### config.mk
export PLATFORM = sky130hd
export DESIGN_NAME = uart_tx_frame
export DESIGN_NICKNAME = d
export VERILOG_FILES = /design/src/rtl/uart_tx_frame.sv
export SDC_FILE = /design/constraint.sdc
export NUM_CORES = 1
export LEC_CHECK = 0
export CAP_MARGIN = 20
export CORE_ASPECT_RATIO = 0.5
export CORE_MARGIN = 2
export CORE_UTILIZATION = 30
export DETAILED_ROUTE_END_ITERATION = 8
export PLACE_DENSITY = 0.46
export SYNTH_ARGS = -nofsm -noshare
export SYNTH_HDL_FRONTEND = slang
export SYNTH_SLANG_ARGS = --single-unit
export TNS_END_PERCENT = 1
### constraint.sdc
create_clock -name clk -period 2.5 [get_ports clk]
set_input_delay 0.375 -clock clk [delete_from_list [all_inputs] [get_ports clk]]
set_output_delay 0.375 -clock clk [all_outputs]
set_load 0.02 [all_outputs]
### src/rtl/uart_tx_frame.sv
// Parametrised UART transmitter with internal baud counter.
// Frame = start, DATA_BITS data (LSB first), optional parity, STOP_BITS stop bits.
module uart_tx_frame #(
  parameter int CLK_FREQ  = 50_000_000,
  parameter int BAUD      = 115_200,
  parameter int DATA_BITS = 8,
  parameter int PARITY    = 0,
  parameter int STOP_BITS = 1
) (
  input  logic                 clk,
  input  logic                 rst_n,
  input  logic                 i_tx_start,
  input  logic [DATA_BITS-1:0] i_data,
  output logic                 o_rs232_txd,
  output logic                 o_baudrate_tx_clk_en,
  output logic                 o_tx_busy,
  output logic                 o_tx_done
);

  localparam int BAUD_DIV = CLK_FREQ / BAUD;
  localparam int CNT_W    = (BAUD_DIV > 1) ? $clog2(BAUD_DIV) : 1;
  localparam int IDX_W    = $clog2(DATA_BITS);

  localparam logic [CNT_W-1:0] CNT_LAST  = CNT_W'(BAUD_DIV - 1);
  localparam logic [IDX_W-1:0] IDX_LAST  = IDX_W'(DATA_BITS - 1);
  localparam logic [IDX_W-1:0] STOP_LAST = IDX_W'(STOP_BITS - 1);

  if (BAUD_DIV < 2) begin : g_bad_div
    $error("uart_tx_frame: BAUD_DIV must be at least 2");
  end
  if (DATA_BITS < 5 || DATA_BITS > 9) begin : g_bad_data_bits
    $error("uart_tx_frame: DATA_BITS must be 5..9");
  end
  if (PARITY < 0 || PARITY > 2) begin : g_bad_parity
    $error("uart_tx_frame: PARITY must be 0, 1 or 2");
  end
  if (STOP_BITS != 1 && STOP_BITS != 2) begin : g_bad_stop_bits
    $error("uart_tx_frame: STOP_BITS must be 1 or 2");
  end

  typedef enum logic [2:0] {
    S_IDLE,
    S_START,
    S_DATA,
    S_PARITY,
    S_STOP
  } state_t;

  state_t               state_q, state_d;
  logic [CNT_W-1:0]     cnt_q, cnt_d;
  logic [IDX_W-1:0]     idx_q, idx_d;
  logic [DATA_BITS-1:0] shift_q, shift_d;
  logic                 par_q, par_d;
  logic                 txd_d, en_d, busy_d, done_d;
  logic                 bit_end;

  assign bit_end = (cnt_q == CNT_LAST);

  // Handshake: a request is accepted on any rising edge where the FSM is in
  // S_IDLE and i_tx_start is high; requests at any other time are dropped.
  always_comb begin
    state_d = state_q;
    cnt_d   = cnt_q;
    idx_d   = idx_q;
    shift_d = shift_q;
    par_d   = par_q;
    txd_d   = o_rs232_txd;
    en_d    = o_baudrate_tx_clk_en;
    busy_d  = o_tx_busy;
    done_d  = 1'b0;

    if (state_q != S_IDLE) begin
      cnt_d = bit_end ? '0 : cnt_q + CNT_W'(1);
    end

    case (state_q)
      S_IDLE: begin
        if (i_tx_start) begin
          state_d = S_START;
          shift_d = i_data;
          par_d   = (PARITY == 1) ? ~^i_data : ^i_data;
          txd_d   = 1'b0;
          en_d    = 1'b1;
          busy_d  = 1'b1;
          cnt_d   = '0;
          idx_d   = '0;
        end
      end
      S_START: begin
        if (bit_end) begin
          state_d = S_DATA;
          txd_d   = shift_q[0];
          shift_d = shift_q >> 1;
          idx_d   = '0;
        end
      end
      S_DATA: begin
        if (bit_end) begin
          if (idx_q == IDX_LAST) begin
            idx_d = '0;
            if (PARITY != 0) begin
              state_d = S_PARITY;
              txd_d   = par_q;
            end else begin
              state_d = S_STOP;
              txd_d   = 1'b1;
            end
          end else begin
            idx_d   = idx_q + IDX_W'(1);
            txd_d   = shift_q[0];
            shift_d = shift_q >> 1;
          end
        end
      end
      S_PARITY: begin
        if (bit_end) begin
          state_d = S_STOP;
          txd_d   = 1'b1;
          idx_d   = '0;
        end
      end
      S_STOP: begin
        if (bit_end) begin
          // idx_q doubles as the stop-bit counter
          if (idx_q == STOP_LAST) begin
            state_d = S_IDLE;
            busy_d  = 1'b0;
            en_d    = 1'b0;
            done_d  = 1'b1;
            txd_d   = 1'b1;
          end else begin
            idx_d = idx_q + IDX_W'(1);
          end
        end
      end
      default: begin
        state_d = S_IDLE;
        txd_d   = 1'b1;
        en_d    = 1'b0;
        busy_d  = 1'b0;
      end
    endcase
  end

  always_ff @(posedge clk or negedge rst_n) begin
    if (!rst_n) begin
      state_q              <= S_IDLE;
      cnt_q                <= '0;
      idx_q                <= '0;
      shift_q              <= '0;
      par_q                <= 1'b0;
      o_rs232_txd          <= 1'b1;
      o_baudrate_tx_clk_en <= 1'b0;
      o_tx_busy            <= 1'b0;
      o_tx_done            <= 1'b0;
    end else begin
      state_q              <= state_d;
      cnt_q                <= cnt_d;
      idx_q                <= idx_d;
      shift_q              <= shift_d;
      par_q                <= par_d;
      o_rs232_txd          <= txd_d;
      o_baudrate_tx_clk_en <= en_d;
      o_tx_busy            <= busy_d;
      o_tx_done            <= done_d;
    end
  end

endmodule

### Yosys cells after proc, flatten, opt, wreduce, memory -nomap -nowiden

Cells that the tools add are included.

| storage, ports and cells | value |
|---|---|
| flip-flop bits (word level) | 26 |
| latch bits | 0 |
| RAM bits | 0 |
| ROM bits | 0 |
| input port bits | 11 |
| output and inout port bits | 4 |
| memories | 0 |

| operators by class | value |
|---|---|
| $add $sub $neg | 2 |
| $mul | 0 |
| divide/modulo/power cells | 0 |
| $lt $le $gt $ge | 0 |
| eq/ne operators | 16 |
| shift operators | 0 |
| mux-type cells | 39 |
| bitwise operators | 1 |
| reductions and logical operators | 12 |

Operators with widths:

| kind | number |
|---|---|
| 2-to-1 mux 3 bit | 13 |
| 2-to-1 mux 9 bit | 4 |
| 2-to-1 mux 8 bit | 4 |
| one-hot mux 8 bit (3 select lines) | 1 |
| inequality test 2 bit, second input constant | 9 |
| one-hot mux 3 bit (5 select lines) | 1 |
| 2-to-1 mux 1 bit | 13 |
| one-hot mux 3 bit (4 select lines) | 1 |
| AND reduction 6 bit | 2 |
| adder 9 x 1 -> 9 bit, second input constant | 1 |
| equality test 9 bit, second input constant | 1 |
| AND reduction 7 bit | 1 |
| equality test 3 x 2 -> 1 bit, second input constant | 2 |
| equality test 3 bit, second input constant | 2 |
| zero test 3 bit | 2 |
| nonzero test 3 bit | 2 |
| one-hot mux 1 bit (5 select lines) | 1 |
| AND reduction 5 bit | 1 |
| AND reduction 4 bit | 1 |
| nonzero test 4 bit | 1 |
| adder 3 x 1 -> 3 bit, second input constant | 1 |
| equality test 3 x 1 -> 1 bit, second input constant | 1 |
| one-hot mux 1 bit (3 select lines) | 1 |
| OR reduction 3 bit | 1 |
| other kinds (3) | 3 |

### Depth between registers and ports, before layout

| logic depth | value |
|---|---|
| depth after elaboration | 5 |
| gate-level depth with buffers | 7 |
| mapped depth without buffers | 6 |

### Least setup slack after synthesis

No wires, ideal clock.

| path | value |
|---|---|
| path type | reg2reg |
| start | reg idx_q[0] |
| end | reg shift_q[0] |
| library setup time | 0.125 ns |
| arrival | 1.767 ns |
| required time | 2.375 ns |
| setup slack | 0.609 ns |
| stages on the path, launching flop included | 7 |
| buffers on the path | 0 |
| period minus slack after synthesis | 1.891 ns |
| cell sequence | dfrtp_1 -> ha_1 -> ha_1 -> nor2_1 -> o22ai_1 -> a211oi_4 -> mux2_2 |

| on the way | value |
|---|---|
| cells in the longest elaborated chain, start to end | 3 |

RTL lines:

| element | RTL line | source |
|---|---|---|
| start: declaration | 51 | `logic [IDX_W-1:0] idx_q, idx_d;` |
| start signal: assignment | 159 | `idx_q <= idx_d;` |
| equality test 3 bit | 99 | `if (idx_q == IDX_LAST) begin` |
| inequality test 2 bit (no source line) | - |  |
| AND reduction 5 bit (no source line) | - |  |
| end signal: assignment | 160 | `shift_q <= shift_d;` |
| end: declaration | 52 | `logic [DATA_BITS-1:0] shift_q, shift_d;` |

Every way passes these cells.
A chain may end at the register's enable or synchronous reset.

### Final worst setup path

| path | value |
|---|---|
| start | reg idx_q[0] |
| end | reg shift_q[3] |

The elaborated chain is that of the path after synthesis.

==> PnR_summary.wiki <==
{| class="wikitable"
! Metric !! Value
|-
| Run status || complete, no violations
|-
| Number of buffers inserted by hold repair at cts || 0
|-
| Maximum level of the CTS H-tree || 1
|-
| Minimum setup slack among reg-to-reg paths || roughly 0.4 ns
|-
| Remaining global-route overflow || 0
|-
| Critical path class || reg -> reg
|-
| Synthesis-stage register bit count || 26
|-
| Area delta synth->final || 18.3%
|-
| Endpoint of the worst register-to-register path || shift_q[3]
|-
| Width of the chip || about 100 um
|-
| DR vias || 1097
|-
| Top post-synthesis cells by area || dfrtp_1 42%, mux2_2 13%, ha_1 4.2%
|-
| Unrepaired setup endpoints after global routing || false
|-
| R2R cell count || 6
|-
| Cell Rows || 18
|-
| Cell family with most CP delay || compound AO/OA/AOI/OAI gates
|-
| Leading cell type by number of instances after synthesis || dfrtp_1
|-
| Weighted congestion at the end of routability-driven global placement || around 0.73
|-
| Synthesized net count || ~160
|-
| TritonCTS clock tree || built
|-
| Number of cells on the critical path || 6
|-
| Final slew viol count || 0
|-
| Number of DRC violations after detailed routing || 0
|-
| Internal Pwr Total || between 0.0008 and 0.0009 W
|-
| Main synth FF type || dfrtp_1
|-
| Ordered list of cells on the worst path || ha_1 > ha_1 > nor2_1 > o22ai_1 > a211oi_4 > mux2_2
|-
| Number of enable-type register cells in the synthesized netlist || 0
|-
| Initial Utilization || between 30 and 40%
|-
| Remaining max-slew budget at the tightest pin || 59.3%
|-
| Count of unique library cells instantiated by Yosys || 43
|-
| Leak Pwr || around 0.74 nW
|-
| Buffers from clock root to sink, at most || 2
|-
| Global router's overall resource usage || a little under an eighth
|-
| Number of setup buffers added after CTS || 0
|-
| Slowest stage delay, CP || ~0.48 ns
|-
| Setup skew after layout || 0.00404 ns
|-
| Summed instance area of the synthesized netlist || ~0.0015 mm^2
|-
| Clock buffers created by TritonCTS || 3
|-
| Post-synth top area share || 41.6%
|-
| Async set-or-reset flop fraction in the synthesized netlist || between 90% and 100%
|-
| Kind of start point of the critical path || register
|-
| CP arrival || roughly 2.3 ns
|-
| Most used standard cells in the synthesized netlist || 25 x dfrtp_1, 17 x mux2_2, 10 x nand2_1
|-
| Time the worst path needs with I/O delays and setup || around 2.1 ns
|-
| Iteration count of the initial detailed-routing pass || 4
|-
| Net switching component of the power || about 0.00035 W
|-
| Port bufs || 14
|-
| Share of synthesized area spent on multiplexers || between 10% and 20%
|-
| Data required time of the critical path || ~2.7 ns
|-
| IR drop worst, VDD || just over 0.2 mV
|-
| CP max-delay cell || a211oi_4
|-
| Area after detailed placement || between 0.0015 and 0.002 mm^2
|-
| Cell type with the largest total area after synthesis || dfrtp_1
|-
| Die outline area || between 0.005 and 0.006 mm^2
|-
| Wire length of the first global-routing pass || 5150 um
|-
| Largest net degree at the start of global routing || 27
|-
| Min-delay worst type || in -> async
|-
| Area used by multi-input combinational logic || between 700 and 800 um^2
|-
| Final non-filler cell area || 0.00178 mm^2
|-
| Antenna diode instance count || 0
|-
| WHS || 0.463 ns
|-
| Actual slew at the worst max-slew pin || a little over 0.6 ns
|-
| Maxcap violations || 0
|-
| Net count, final || between 150 and 200
|-
| Compound-gate portion of the synthesized area || between 10% and 20%
|-
| Final Hold Fails || 0
|-
| Final total negative setup slack || 0 ns
|-
| Sequential Power Share || ~51%
|-
| Most used cell along the critical path || ha_1
|-
| Power density of the placed cells || between 600 and 700 mW/mm^2
|-
| Share of synthesized cell area in full adder, half adder and majority cells || 4.16%
|-
| Clock latency at the later pin of the worst-skew pair || between 0.2 and 0.3 ns
|-
| Synth Area per Inst || between 10 and 15 um^2
|-
| Fraction of final layout cells with drive strength greater than 1 || roughly 22%
|-
| Maximum achievable frequency || about 0.48 GHz
|-
| Final setup violation count || 0
|-
| Filler instances || 511
|-
| Number of buffer and inverter stages on the critical path || 0
|-
| Number of cells upsized or downsized after cts || 0
|-
| Sequential-to-total area share from yosys stat || between 40 and 50%
|-
| Reg-to-Reg Start || idx_q[0]
|-
| FF/Latch Area || about 650 um^2
|-
| XOR/XNOR Fraction of Synth Area || 1.75%
|-
| Routed via count divided by cell count || 4.75
|-
| Clock network fraction of total power || a little under a quarter
|-
| Mean routed wirelength per cell || ~13 um
|-
| Yosys warns || 0
|-
| Drt first-iter violations || between 70 and 80
|-
| Number of instances in the synthesized netlist || roughly 150
|-
| Vias in the first global route || ~1100
|-
| Combinational family with the most area after synthesis || simple AND/OR/NAND/NOR gates
|-
| Die outline height || roughly 54 um
|-
| Category of the worst setup path capture point || register
|-
| Maximum fanout along the worst path || 8
|-
| Switch share || 29.1%
|-
| Clock transition at the registers of the reported paths || roughly 0.090 ns
|-
| Fraction of the mapped netlist area in simple logic gates || between 10% and 20%
|-
| Total wire length || roughly 2900 um
|-
| Half-perimeter wire length after detailed placement || roughly 2100 um
|-
| Buffer type at the clock tree root || clkbuf_8
|-
| Initial antenna violation count || 0
|-
| Gate power share || a little over a quarter
|-
| Fraction of the cycle the final worst path needs || ~84%
|-
| Ports || 15
|-
| Number of antenna-violating nets in the routed design || 0
|-
| CTS Sinks || 26
|-
| Core outline area || 0.00486 mm^2
|}
## stage by stage
step                total power, W  setup WS, ns  instances  utilization (%)
global placement          0.000939         0.328        227             35.4
global route               0.00132         0.263        231             36.5
floorplan                 0.000842         0.609        146                -
CTS                        0.00123         0.364        231             36.5
finish                     0.00121         0.401        231             36.5
detailed placement        0.000947         0.246        227             35.4
## power by group through the flow
stage               clock (W)  combinational, W  sequential [W]
detailed placement          0          0.000320        0.000626
CTS                  0.000291          0.000323        0.000617
global route         0.000317          0.000361        0.000638
floorplan                   0          0.000234        0.000608
finish               0.000278          0.000315        0.000616
global placement            0          0.000316        0.000623
## layer usage
metal	vias to the layer above	part of all wire, %	global-route usage (%)
li1	549	-	-
met1	539	51	15.1
met2	9	47	20.3
met3	0	2.5	3.27
met4	0	0	4.05
met5	-	0	0
## cells in the final DEF (no fill, tap or decap), types with 2 or more instances in the layout
cell type,n
mux2i_1,3
mux2_2,17
or2_2,2
clkbuf_8,4
o22ai_1,2
o21a_1,2
o21ai_0,8
clkdlybuf4s50_1,14
nand4_1,3
buf_4,4
inv_1,8
nor2_1,7
and2_1,3
nand2b_1,2
dfrtp_1,25
or3_1,3
nor3_1,3
nand2_1,10
a21oi_1,8
a211oi_1,2
xnor2_1,3
nor3b_1,3
ha_1,5
nand3_1,2
## worst register-to-register path, stage by stage (launching register included)
cell and delay [ns]:
dfrtp_1 0.40, ha_1 0.21, ha_1 0.21, nor2_1 0.16, o22ai_1 0.15, a211oi_4 0.48
mux2_2 0.40
## flip-flops by register name (all words and copies together) (netlist names)
| name | flops |
|---|---|
| cnt_q | 9 |
| idx_q | 3 |
| o_rs232_txd | 1 |
| o_tx_busy | 1 |
| o_tx_done | 1 |
| shift_q | 8 |
| state_q | 3 |
## worst max path at each step
stage	from	end
2_1_floorplan	idx_q[0]	shift_q[0]
3_3_place_gp	i_tx_start	idx_q[2]
3_5_place_dp	i_tx_start	idx_q[0]
4_1_cts	idx_q[0]	shift_q[3]
5_1_grt	idx_q[0]	shift_q[1]
6_report	idx_q[0]	shift_q[3]
## area by class of cell
cell class / count / share of cell area [%]
Clock buffer: 4 / 3.10
Sequential cell: 26 / 36.7
Multi-Input combinational cell: 105 / 44.1
Inverter: 8 / 1.69
Tap cell: 70 / 4.93
Timing Repair Buffer: 18 / 9.57
## kinds of logic after synthesis
family                     after synthesis
and+or+nand+nor                         46
AOI/OAI and AO/OA                       31
DFF                                     26
muxes                                   20
buffers and inverters                   15
adders and majority gates                5
xor gates and xnor gates                 3
Note: power is estimated with default switching activity, not from simulation.
